[config.mk]
export PLATFORM = sky130hd
export DESIGN_NAME = gb_host_seq_flat
export DESIGN_NICKNAME = d
export VERILOG_FILES = /design/src/rtl/gb_host_seq_if.sv /design/src/rtl/gb_host_seq.sv /design/src/flat_wrapper.sv
export SDC_FILE = /design/constraint.sdc
export NUM_CORES = 1
export LEC_CHECK = 0
export ABC_AREA = 0
export CELL_PAD_IN_SITES_DETAIL_PLACEMENT = 0
export CELL_PAD_IN_SITES_GLOBAL_PLACEMENT = 1
export CORE_MARGIN = 2
export CORE_UTILIZATION = 29
export CTS_BUF_LIST = sky130_fd_sc_hd__clkbuf_16
export DETAILED_ROUTE_END_ITERATION = 8
export GPL_TIMING_DRIVEN = 0
export HOLD_SLACK_MARGIN = 0.15
export MAX_ROUTING_LAYER = met4
export PLACE_DENSITY_LB_ADDON = 0.1
export REMOVE_ABC_BUFFERS = 1
export SETUP_SLACK_MARGIN = 0.05
export SYNTH_ARGS = -nofsm -noshare
export SYNTH_HDL_FRONTEND = slang
export SYNTH_SLANG_ARGS = --single-unit
export TNS_END_PERCENT = 10
[constraint.sdc]
create_clock -name clk -period 1.75 [get_ports clk]
set_clock_uncertainty 0.05 [all_clocks]
set_input_delay 0.35 -clock clk [delete_from_list [all_inputs] [get_ports clk]]
set_output_delay 0.35 -clock clk [all_outputs]
set_load 0.05 [all_outputs]
[src/rtl/gb_host_seq_if.sv]
// rtl/gb_host_seq_if.sv - host request/response and ghostbus signal bundle for gb_host_seq
interface gb_host_if #(
   parameter int GB_AW = 24,
   parameter int GB_DW = 32
);
   logic             req_valid;
   logic             req_ready;
   logic             req_write;
   logic [GB_AW-1:0] req_addr;
   logic [GB_DW-1:0] req_wdata;
   logic             resp_valid;
   logic             resp_ready;
   logic [GB_DW-1:0] resp_rdata;
   logic             resp_write;
   logic [GB_AW-1:0] gb_addr;
   logic [GB_DW-1:0] gb_wdata;
   logic             gb_wen;
   logic             gb_rstb;
   logic [GB_DW-1:0] gb_rdata;

   modport master (
      input  req_valid, req_write, req_addr, req_wdata, resp_ready, gb_rdata,
      output req_ready, resp_valid, resp_rdata, resp_write,
             gb_addr, gb_wdata, gb_wen, gb_rstb
   );

   modport slave (
      output req_valid, req_write, req_addr, req_wdata, resp_ready, gb_rdata,
      input  req_ready, resp_valid, resp_rdata, resp_write,
             gb_addr, gb_wdata, gb_wen, gb_rstb
   );
endinterface

[src/rtl/gb_host_seq.sv]
// rtl/gb_host_seq.sv - single-outstanding host-to-ghostbus sequencer with fixed read latency
// Optional write acknowledge responses: define GB_HOST_WACK_EN.
module gb_host_seq #(
   parameter int GB_AW = 24,
   parameter int GB_DW = 32,
   parameter int RD    = 2
) (
   input  logic      clk,
   input  logic      rst_n,
   gb_host_if.master bus
);
   localparam logic [2:0] S_IDLE  = 3'd0;
   localparam logic [2:0] S_WSTB  = 3'd1;
   localparam logic [2:0] S_RSTB  = 3'd2;
   localparam logic [2:0] S_RWAIT = 3'd3;
   localparam logic [2:0] S_RESP  = 3'd4;

   localparam logic [3:0] CNT_LOAD = 4'(RD - 1);

   logic [2:0] state;
   logic [3:0] cnt;
   logic       accept;

   // Gated by rst_n so the host never sees ready while reset is asserted.
   assign bus.req_ready = rst_n && (state == S_IDLE);
   assign accept        = bus.req_valid && bus.req_ready;

`ifndef GB_HOST_WACK_EN
   assign bus.resp_write = 1'b0;
`endif

   always_ff @(posedge clk or negedge rst_n) begin
      if (!rst_n) begin
         state          <= S_IDLE;
         cnt            <= 4'd0;
         bus.resp_valid <= 1'b0;
         bus.resp_rdata <= '0;
`ifdef GB_HOST_WACK_EN
         bus.resp_write <= 1'b0;
`endif
         bus.gb_addr    <= '0;
         bus.gb_wdata   <= '0;
         bus.gb_wen     <= 1'b0;
         bus.gb_rstb    <= 1'b0;
      end else begin
         bus.gb_wen  <= 1'b0;
         bus.gb_rstb <= 1'b0;
         case (state)
            S_IDLE: begin
               if (accept) begin
                  bus.gb_addr  <= bus.req_addr;
                  bus.gb_wdata <= bus.req_wdata;
                  if (bus.req_write) begin
                     bus.gb_wen <= 1'b1;
                     state      <= S_WSTB;
                  end else begin
                     bus.gb_rstb <= 1'b1;
                     state       <= S_RSTB;
                  end
               end
            end
            S_WSTB: begin
`ifdef GB_HOST_WACK_EN
               bus.resp_valid <= 1'b1;
               bus.resp_write <= 1'b1;
               bus.resp_rdata <= '0;
               state          <= S_RESP;
`else
               state          <= S_IDLE;
`endif
            end
            S_RSTB: begin
               cnt   <= CNT_LOAD;
               state <= S_RWAIT;
            end
            // Capture lands RD cycles after the strobe cycle, so RD=1 still spends one cycle here.
            S_RWAIT: begin
               if (cnt == 4'd0) begin
                  bus.resp_rdata <= bus.gb_rdata;
                  bus.resp_valid <= 1'b1;
`ifdef GB_HOST_WACK_EN
                  bus.resp_write <= 1'b0;
`endif
                  state          <= S_RESP;
               end else begin
                  cnt <= cnt - 4'd1;
               end
            end
            S_RESP: begin
               if (bus.resp_ready) begin
                  bus.resp_valid <= 1'b0;
                  state          <= S_IDLE;
               end
            end
            default: state <= S_IDLE;
         endcase
      end
   end
endmodule

[src/flat_wrapper.sv]
// flat-port wrapper written by rule: the top's interface ports become plain ports
module gb_host_seq_flat 
#(
   parameter int GB_AW = 24,
   parameter int GB_DW = 32,
   parameter int RD    = 2
)
  (clk, rst_n, bus_req_valid, bus_req_write, bus_req_addr, bus_req_wdata, bus_resp_ready, bus_gb_rdata, bus_req_ready, bus_resp_valid, bus_resp_rdata, bus_resp_write, bus_gb_addr, bus_gb_wdata, bus_gb_wen, bus_gb_rstb);
  gb_host_if #(.GB_AW(GB_AW), .GB_DW(GB_DW)) bus_i ();
  input  logic clk;
  input  logic rst_n;
  input wire logic [$bits(bus_i.req_valid)-1:0] bus_req_valid;
  input wire logic [$bits(bus_i.req_write)-1:0] bus_req_write;
  input wire logic [$bits(bus_i.req_addr)-1:0] bus_req_addr;
  input wire logic [$bits(bus_i.req_wdata)-1:0] bus_req_wdata;
  input wire logic [$bits(bus_i.resp_ready)-1:0] bus_resp_ready;
  input wire logic [$bits(bus_i.gb_rdata)-1:0] bus_gb_rdata;
  output wire logic [$bits(bus_i.req_ready)-1:0] bus_req_ready;
  output wire logic [$bits(bus_i.resp_valid)-1:0] bus_resp_valid;
  output wire logic [$bits(bus_i.resp_rdata)-1:0] bus_resp_rdata;
  output wire logic [$bits(bus_i.resp_write)-1:0] bus_resp_write;
  output wire logic [$bits(bus_i.gb_addr)-1:0] bus_gb_addr;
  output wire logic [$bits(bus_i.gb_wdata)-1:0] bus_gb_wdata;
  output wire logic [$bits(bus_i.gb_wen)-1:0] bus_gb_wen;
  output wire logic [$bits(bus_i.gb_rstb)-1:0] bus_gb_rstb;
  assign bus_i.req_valid = bus_req_valid;
  assign bus_i.req_write = bus_req_write;
  assign bus_i.req_addr = bus_req_addr;
  assign bus_i.req_wdata = bus_req_wdata;
  assign bus_i.resp_ready = bus_resp_ready;
  assign bus_i.gb_rdata = bus_gb_rdata;
  assign bus_req_ready = bus_i.req_ready;
  assign bus_resp_valid = bus_i.resp_valid;
  assign bus_resp_rdata = bus_i.resp_rdata;
  assign bus_resp_write = bus_i.resp_write;
  assign bus_gb_addr = bus_i.gb_addr;
  assign bus_gb_wdata = bus_i.gb_wdata;
  assign bus_gb_wen = bus_i.gb_wen;
  assign bus_gb_rstb = bus_i.gb_rstb;
  gb_host_seq #(.GB_AW(GB_AW), .GB_DW(GB_DW), .RD(RD)) u_core (.clk(clk), .rst_n(rst_n), .bus(bus_i));
endmodule
-- Yosys cells after proc, flatten, opt, wreduce, memory -nomap -nowiden
Index checks and enable logic that the tools add are counted.
- bits in registers: 98
- input bits: 93
- output and inout bits: 93
- logic and storage cells: 43
- $add $sub $neg: 1
- equality and inequality tests: 7
- mux-type cells: 16
- reduce and logical (&&, ||, !) cells: 11
- operator list (operator ; count):
    3-bit one-hot mux with 4 select lines ; 1
    3-bit 2-to-1 mux ; 3
    1-bit 2-to-1 mux ; 8
    4-bit one-hot mux with 2 select lines ; 1
    3-bit by 2-bit equality test with 1-bit output, second input constant ; 2
    2-bit AND reduction ; 3
    3-bit AND reduction ; 2
    4-bit zero test ; 1
    4-bit 2-to-1 mux ; 1
    2-bit by 1-bit != test with 1-bit output, second input constant ; 2
    2-bit != test, second input constant ; 2
    2-bit nonzero test ; 2
    4-bit by 1-bit subtractor with 4-bit output, second input constant ; 1
    3-bit equality test, second input constant ; 1
    3-bit zero test ; 1
    1-bit logical AND ; 2
    2-bit 2-to-1 mux ; 1
    1-bit one-hot mux with 2 select lines ; 1

-- Longest topological paths before layout
Gate-level depths: netlist (run 1).
- depth in word-level cells: 5
- depth in mapped cells: 7
- depth with buffers taken out: 5

-- Least setup slack after synthesis (run 1)
OpenSTA, ideal clock, no wires.
- path type: flip-flop to flip-flop
- start point: reg u_core.state[1]
- end point: reg u_core.bus.gb_addr[0] (netlist bit)
- setup time: 125 ps
- arrival: 1993 ps
- required time: 1575 ps
- setup slack: -418 ps
- stages on the path, launching flop included: 6
- buffers on the path: 2
- clock period less this slack: 2168 ps
- path through: dfrtp_1 -> nor4b_4 -> and2_4 -> buf_12 -> buf_12 -> mux2_4
- word-level cells in the longest chain between the ends: 4
- ends and longest elaborated chain (item ; line ; source):
    start, declared ; gb_host_seq.sv:20 ; logic [2:0] state;
    start signal, assigned ; gb_host_seq.sv:34 ; state <= S_IDLE;
    start signal, assigned ; gb_host_seq.sv:55 ; state <= S_WSTB;
    start signal, assigned ; gb_host_seq.sv:58 ; state <= S_RSTB;
    3-bit zero test ; gb_host_seq.sv:25 ; assign bus.req_ready = rst_n && (state == S_IDLE);
    1-bit logical AND ; gb_host_seq.sv:25 ;
    via bus_req_ready ; flat_wrapper.sv:18 ; output wire logic [$bits(bus_i.req_ready)-1:0] bus_req_ready;
    1-bit logical AND ; gb_host_seq.sv:26 ; assign accept = bus.req_valid && bus.req_ready;
    2-bit AND reduction (no line) ; - ;
    end signal, assigned ; gb_host_seq.sv:51 ; bus.gb_addr <= bus.req_addr;
    end, declared ; gb_host_seq_if.sv:24 ; gb_addr, gb_wdata, gb_wen, gb_rstb
The timed path passes the listed nets, and every way through them passes these cells.
A chain may end at the register's enable or synchronous reset.

-- Final worst setup path (run 1)
- start point: reg u_core.cnt[1]
- end point: reg u_core.bus.resp_rdata[3]
- word-level cells in the longest chain between the ends: 2
- ends and longest elaborated chain (item ; line ; source):
    start, declared ; gb_host_seq.sv:21 ; logic [3:0] cnt;
    start signal, assigned ; gb_host_seq.sv:86 ; cnt <= cnt - 4'd1;
    4-bit zero test ; gb_host_seq.sv:78 ; if (cnt == 4'd0) begin
    2-bit AND reduction (no line) ; - ;
    end signal, assigned ; gb_host_seq.sv:79 ; bus.resp_rdata <= bus.gb_rdata;
    end, declared ; gb_host_seq_if.sv:23 ; output req_ready, resp_valid, resp_rdata, resp_write,
Every way passes these cells.

==> flow_summary.json, run 1 <==
{
  "power.leakage_nw": 2.98,
  "r2r-end": "u_core.bus.resp_rdata[3]",
  "clock.fmax_mhz": 531,
  "drive_above_1_share_pct": 30.7,
  "cts_inserted_buffers": 9,
  "syn_inst": 239,
  "synthArstFlopShare_pct": 100,
  "setup_viol": 46,
  "utilization_pct": 48.7,
  "pin_count": 186,
  "slew_violations": 0,
  "pwr-share-seq_pct": 28.6,
  "clkTransAtPathRegs_ps": 70,
  "crit_required_ps": 1930,
  "die_h_microns": 121,
  "ys_ff_latch": 98,
  "power_frac_comb_pct": 56.8,
  "violations": "negative hold slack, negative setup slack",
  "fp.dieW_microns": 121,
  "finalHoldViolCount": 44,
  "grt-ovfl-total": 0,
  "area_growth_pct": 62.7,
  "antenna_found_initial": 0,
  "drt_iter0_drc": 106,
  "synth_cell_type_count": 34,
  "crit_buf_inv": 2,
  "final_antenna_net_count": 0,
  "cap_violations": 0,
  "tns_ps": -2830,
  "slew_headroom_pct": 64.0,
  "worst_hold_slack_ps": -156,
  "rsz0062_at_grt": "yes",
  "htree_levels": 3,
  "power_density_mw_per_mm2": 2120,
  "crit_family": "simple AND/OR/NAND/NOR gates",
  "avgViaCountPerCell": 4.38,
  "path_max_fanout": 5,
  "crit_chain": "inv_2 -> ha_4 -> nor3b_4 -> and3_4 -> clkbuf_16 -> mux2_4",
  "switchingPower_mw": 6.46,
  "crit_arrival_ps": 2060,
  "worstRegToRegCells": 6,
  "vias": 2724,
  "rr_startpoint": "u_core.cnt[1]",
  "setup_slack_ps": -132,
  "intPower_mw": 7.23,
  "ys.flop_type": "dfrtp_1",
  "yosysWarnings": 0,
  "tritoncts": "built",
  "dr.pass1.iters": 3,
  "cts-root-buf": "clkbuf_16",
  "initial_core_util_pct": 29.9,
  "first_global_vias": 2997,
  "slowest_stage": "dfrtp_1",
  "rows": 42,
  "period_share_pct": 108,
  "critical_path_class": "reg2reg",
  "ff2ff_setup_slack_ps": -130,
  "dp_hpwl_mm": 6.69,
  "portBuffers": 184,
  "period_minus_slack_ps": 1880,
  "min_path_type": "in2async",
  "numClockSinks": 98,
  "p_sw_share_pct": 47.2,
  "totalWireLength_mm": 10.9,
  "worst_setup_path_end_kind": "register",
  "yosysSeqAreaShare_pct": 61.7,
  "drc": 0,
  "power_frac_clock_pct": 14.5,
  "gp_congestion": 0.708,
  "outcome": "finished, violations left",
  "grt_pass1_wl_mm": 16.3,
  "ir_worst_vdd_mv": 1.03,
  "diodes": 0,
  "critPathLaunchType": "register",
  "nets": 536,
  "worst_path_largest_cell_delay_ps": 430,
  "coreArea_sq_mm": 0.0133,
  "die-area_sq_mm": 0.0147,
  "clock_latency_ps": 340,
  "cts_max_path_buffers": 2,
  "worst_pin_slew_ps": 542,
  "postSynthAreaPerCell_sq_um": 16.6,
  "netlist_area_sq_mm": 0.00398,
  "wl_per_cell_microns": 17.5,
  "grtUsageTotal_pct": 15.5,
  "grt_max_degree": 55,
  "synth-edff-count": 0
}
[power by group through the flow]
stage	logic, mW	registers (mW)	clock network (mW)
final	7.78	3.92	1.99
after global placement	7.95	3.97	0
after CTS	7.49	3.91	2.06
after global routing	8.12	4.08	2.17
after floorplan	1.64	7.57	0
after detailed placement	7.96	4.00	0
[synthesized netlist by cell type (2+ instances only)]
library cell / n / area (sq um)
inv_1: 5 / 18.8
buf_6: 3 / 33.8
mux2_4: 29 / 435
buf_12: 4 / 80.1
nor2_1: 2 / 7.51
a21oi_1: 2 / 10.0
nor2b_1: 2 / 12.5
nand2_1: 4 / 15.0
ha_1: 2 / 25.0
mux2_2: 59 / 664
nand2b_1: 2 / 12.5
o21ai_0: 3 / 15.0
dfrtp_1: 98 / 2450
buf_4: 4 / 30.0
[registers in the layout, summed over array words and instances, names as in the netlist]
register and flops:
u_core.state 3, u_core.bus.gb_wen 1, u_core.bus.gb_rstb 1, u_core.bus.resp_valid 1, u_core.cnt 4, u_core.bus.resp_rdata 32, u_core.bus.gb_wdata 32, u_core.bus.gb_addr 24
[placed cells by master, fill, tap and decap left out, types with 2 or more instances in the layout]
cell type        Yosys  routed
nor2_1               2       2
buf_4                4       5
nand2_1              4       4
clkinvlp_4           0       2
clkinv_4             0       2
clkdlybuf4s50_1      0      91
dlygate4sd2_1        0      85
and2_4               1       6
nand2b_1             2       2
inv_1                5       4
dfrtp_2              0       3
a21oi_1              2       2
clkdlybuf4s15_1      0       6
clkbuf_16            0      10
dfrtp_1             98      95
mux2_4              29      58
buf_12               4       4
mux2_2              59      30
and3_4               0       3
o21ai_0              3       3
inv_2                0       2
[routing by layer]
metal	part of all wire, %	global-route usage (%)
met5	0	-
met4	1.5	6.10
met3	4.9	3.62
met2	51	25.2
met1	43	18.6
[area by class of cell]
type,count,area (sq um)
clock buffers,9,225
well taps,176,220
fillers,1209,6820
multi-input cells,131,1560
flip-flops and latches,98,2460
repair buffers,196,1920
inverters,5,18.8
clock inverters,7,71.3
[worst max path at each step]
| stage | from | end | slack, ps | cells after the start |
|---|---|---|---|---|
| after floorplan | u_core.state[0] | u_core.bus.gb_addr[23] | -760 | 3 |
| after global placement | rst_n | u_core.bus.gb_wdata[16] | -4800 | 4 |
| after detailed placement | rst_n | u_core.bus.gb_wdata[16] | -1030 | 4 |
| after CTS | u_core.cnt[1] | u_core.bus.resp_rdata[6] | -190 | 5 |
| after global routing | u_core.cnt[0] | u_core.bus.resp_rdata[8] | -190 | 6 |
| final | u_core.cnt[1] | u_core.bus.resp_rdata[3] | -130 | 6 |
[metrics by stage]
step | instance area (sq um) | instances | power (mW) | hold WS [ps] | setup slack, ps
final | 6470 | 622 | 13.7 | -156 | -132
after CTS | 6230 | 615 | 13.5 | -109 | -194
after global routing | 6470 | 622 | 14.4 | -140 | -185
after detailed placement | 5920 | 588 | 12.0 | 367 | -1030
after global placement | 5890 | 587 | 11.9 | 439 | -4800
after floorplan | 3830 | 227 | 9.20 | 4.41 | -762
[logic make-up (layout without fill, tap and decap cells)]
| kind of cell | after synthesis | after routing | share of synthesized area [%] |
|---|---|---|---|
| buffers and inverters | 17 | 217 | 4.18 |
| flip-flops | 98 | 98 | 61.7 |
| adder cells (fa/ha/maj) | 2 | 2 | 0.629 |
| other | 1 | 1 | 0.0943 |
| multiplexers | 88 | 88 | 27.7 |
| AND/OR/NAND/NOR | 21 | 28 | 3.68 |
| AO/OA/AOI/OAI | 12 | 12 | 2.11 |
[timing repair]
action / CTS / global route
setup endpoints to repair: 183 / 98
resized for setup: 110 / 43
setup buffers: 5 / 5
hold endpoints to repair: 44 / 44
pin swaps: 3 / 4
cloned: 6 / 2
Power figures use the tool's default switching activity.
==> inputs of run 2 (changes only) <==
--- a/config.mk
+++ b/config.mk
@@ -8,7 +8,6 @@
 export ABC_AREA = 0
 export CELL_PAD_IN_SITES_DETAIL_PLACEMENT = 0
 export CELL_PAD_IN_SITES_GLOBAL_PLACEMENT = 1
-export CORE_MARGIN = 2
 export CORE_UTILIZATION = 29
 export CTS_BUF_LIST = sky130_fd_sc_hd__clkbuf_16
 export DETAILED_ROUTE_END_ITERATION = 8
==> flow_summary.json, run 2 (synthesis gave the netlist of run 1 again) <==
{
  "coreArea_sq_mm": 0.0133,
  "violations": "negative hold slack, negative setup slack",
  "crit_arrival_ps": 2030,
  "critPathLaunchType": "register",
  "die-area_sq_mm": 0.0142,
  "place_ws_ps": -990,
  "cts_max_path_buffers": 2,
  "gp_congestion": 0.703,
  "wl_per_cell_microns": 16.8,
  "grt_pass1_wl_mm": 16.1,
  "ir_worst_vdd_mv": 1.16,
  "numClockSinks": 98,
  "grtUsageTotal_pct": 15.7,
  "top_regs": "u_core.bus.gb_wdata: 32 flops, u_core.bus.resp_rdata: 32 flops, u_core.bus.gb_addr: 24 flops",
  "rsz0062_at_grt": "yes",
  "grt-ovfl-total": 0,
  "portBuffers": 184,
  "power_density_mw_per_mm2": 2130,
  "fill_cells": 1216,
  "vias": 2744,
  "diodes": 0,
  "min_path_type": "in2async",
  "path_max_fanout": 8,
  "drive_above_1_share_pct": 31.8,
  "cts-root-buf": "clkbuf_16",
  "grt_max_degree": 55,
  "clock.fmax_mhz": 539,
  "power.total_mw": 13.7,
  "rows": 42,
  "period_minus_slack_ps": 1860,
  "slew_headroom_pct": 64.7,
  "cap_violations": 0,
  "place_inst": 588,
  "multi_input_area_sq_mm": 0.00149,
  "clock_latency_ps": 340,
  "slew_violations": 0,
  "dr.pass1.iters": 4,
  "mostFrequentLayoutCell": "dfrtp_1",
  "finalHoldViolCount": 44,
  "outcome": "finished, violations left",
  "antenna_found_initial": 0,
  "drt_iter0_drc": 107,
  "seq_area_sq_mm": 0.00246,
  "initial_core_util_pct": 29.9,
  "dpl_cell_area_sq_mm": 0.00592,
  "dp_hpwl_mm": 6.43,
  "worst_setup_path_end_kind": "register",
  "pin_count": 186,
  "worst_pin_slew_ps": 532,
  "setup_viol": 74,
  "setup_slack_ps": -107,
  "nets": 539,
  "final_antenna_net_count": 0,
  "drc": 0,
  "first_global_vias": 2928,
  "period_share_pct": 106,
  "avgViaCountPerCell": 4.39,
  "worst_hold_slack_ps": -111,
  "die_h_microns": 119,
  "totalWireLength_mm": 10.5,
  "htree_levels": 3,
  "layout_common_cells": "dfrtp_1, clkdlybuf4s50_1, dlygate4sd2_1, mux2_4, mux2_2",
  "power.leakage_nw": 2.96,
  "critical_path_class": "reg2reg",
  "fp.dieW_microns": 119,
  "fin_cells": 625,
  "crit_required_ps": 1930,
  "area_growth_pct": 62.3,
  "fin_area_sq_mm": 0.00645,
  "tritoncts": "built",
  "clkTransAtPathRegs_ps": 70,
  "cts_inserted_buffers": 9
}
## run 2: metrics by stage
step           setup TNS [ps]  utilization [%]
6_report                -2070             48.6
2_1_floorplan          -60390                -
5_1_grt                 -9300             48.6
3_5_place_dp           -74300             44.5
4_1_cts                -11230             47.9
3_3_place_gp          -697640             44.3
## run 2: area by class of cell
cell class,instances,share of cell area (%)
clock buffers,9,3.49
clock inverters,7,1.45
inverters,5,0.291
multi-input cells,128,23.0
flip-flops and latches,98,38.1
well taps,176,3.41
repair buffers,202,30.3
## run 2: routing by layer
layer  track usage (%)  up-vias  part of all wire, %
met2              26.1       79                   53
met4              4.51        0                 0.84
li1                  -     1253                    -
met5                 -        -                    0
met1              17.9     1407                   41
met3              5.46        5                  5.2
## run 2: report_power, final
part / leakage, nW / internal, mW / switching [mW]
Clock: 0.151 / 1.25 / 0.875
Combinational: 1.63 / 2.71 / 4.96
Sequential: 1.18 / 3.35 / 0.581
Total: 2.96 / 7.32 / 6.42
## run 2: worst paths after layout
| path | startpoint | to | slack [ps] | cells after the start |
|---|---|---|---|---|
| setup / recovery | u_core.cnt[0] | u_core.bus.resp_rdata[7] | -110 | 7 |
| hold / removal | rst_n | u_core.bus.resp_rdata[11] | -110 | 1 |
| setup reg to reg | u_core.cnt[0] | u_core.bus.resp_rdata[7] | -110 | 7 |
| hold reg to reg | u_core.bus.resp_rdata[21] | u_core.bus.resp_rdata[21] | 450 | 1 |
| max in group asynchronous | rst_n | u_core.state[0] | 1110 | 2 |
| min in group clk | u_core.bus.resp_rdata[21] | u_core.bus.resp_rdata[21] | 450 | 1 |
## run 2: what timing repair did
action | 4_1_cts | 5_1_grt
resized for setup | 126 | 22
buffers inserted | 9 | 8
endpoints found under the setup margin | 183 | 103
hold endpoints to repair | 44 | 44
pin swaps | 5 | 1
gates cloned | 4 | 1
## run 2: worst max-delay path: stages, from the launching register on
cell and delay (ps):
dfrtp_1 410, inv_2 80, ha_4 120, nor3b_4 250
and3_4 270, buf_12 110, buf_12 130, mux2_4 300
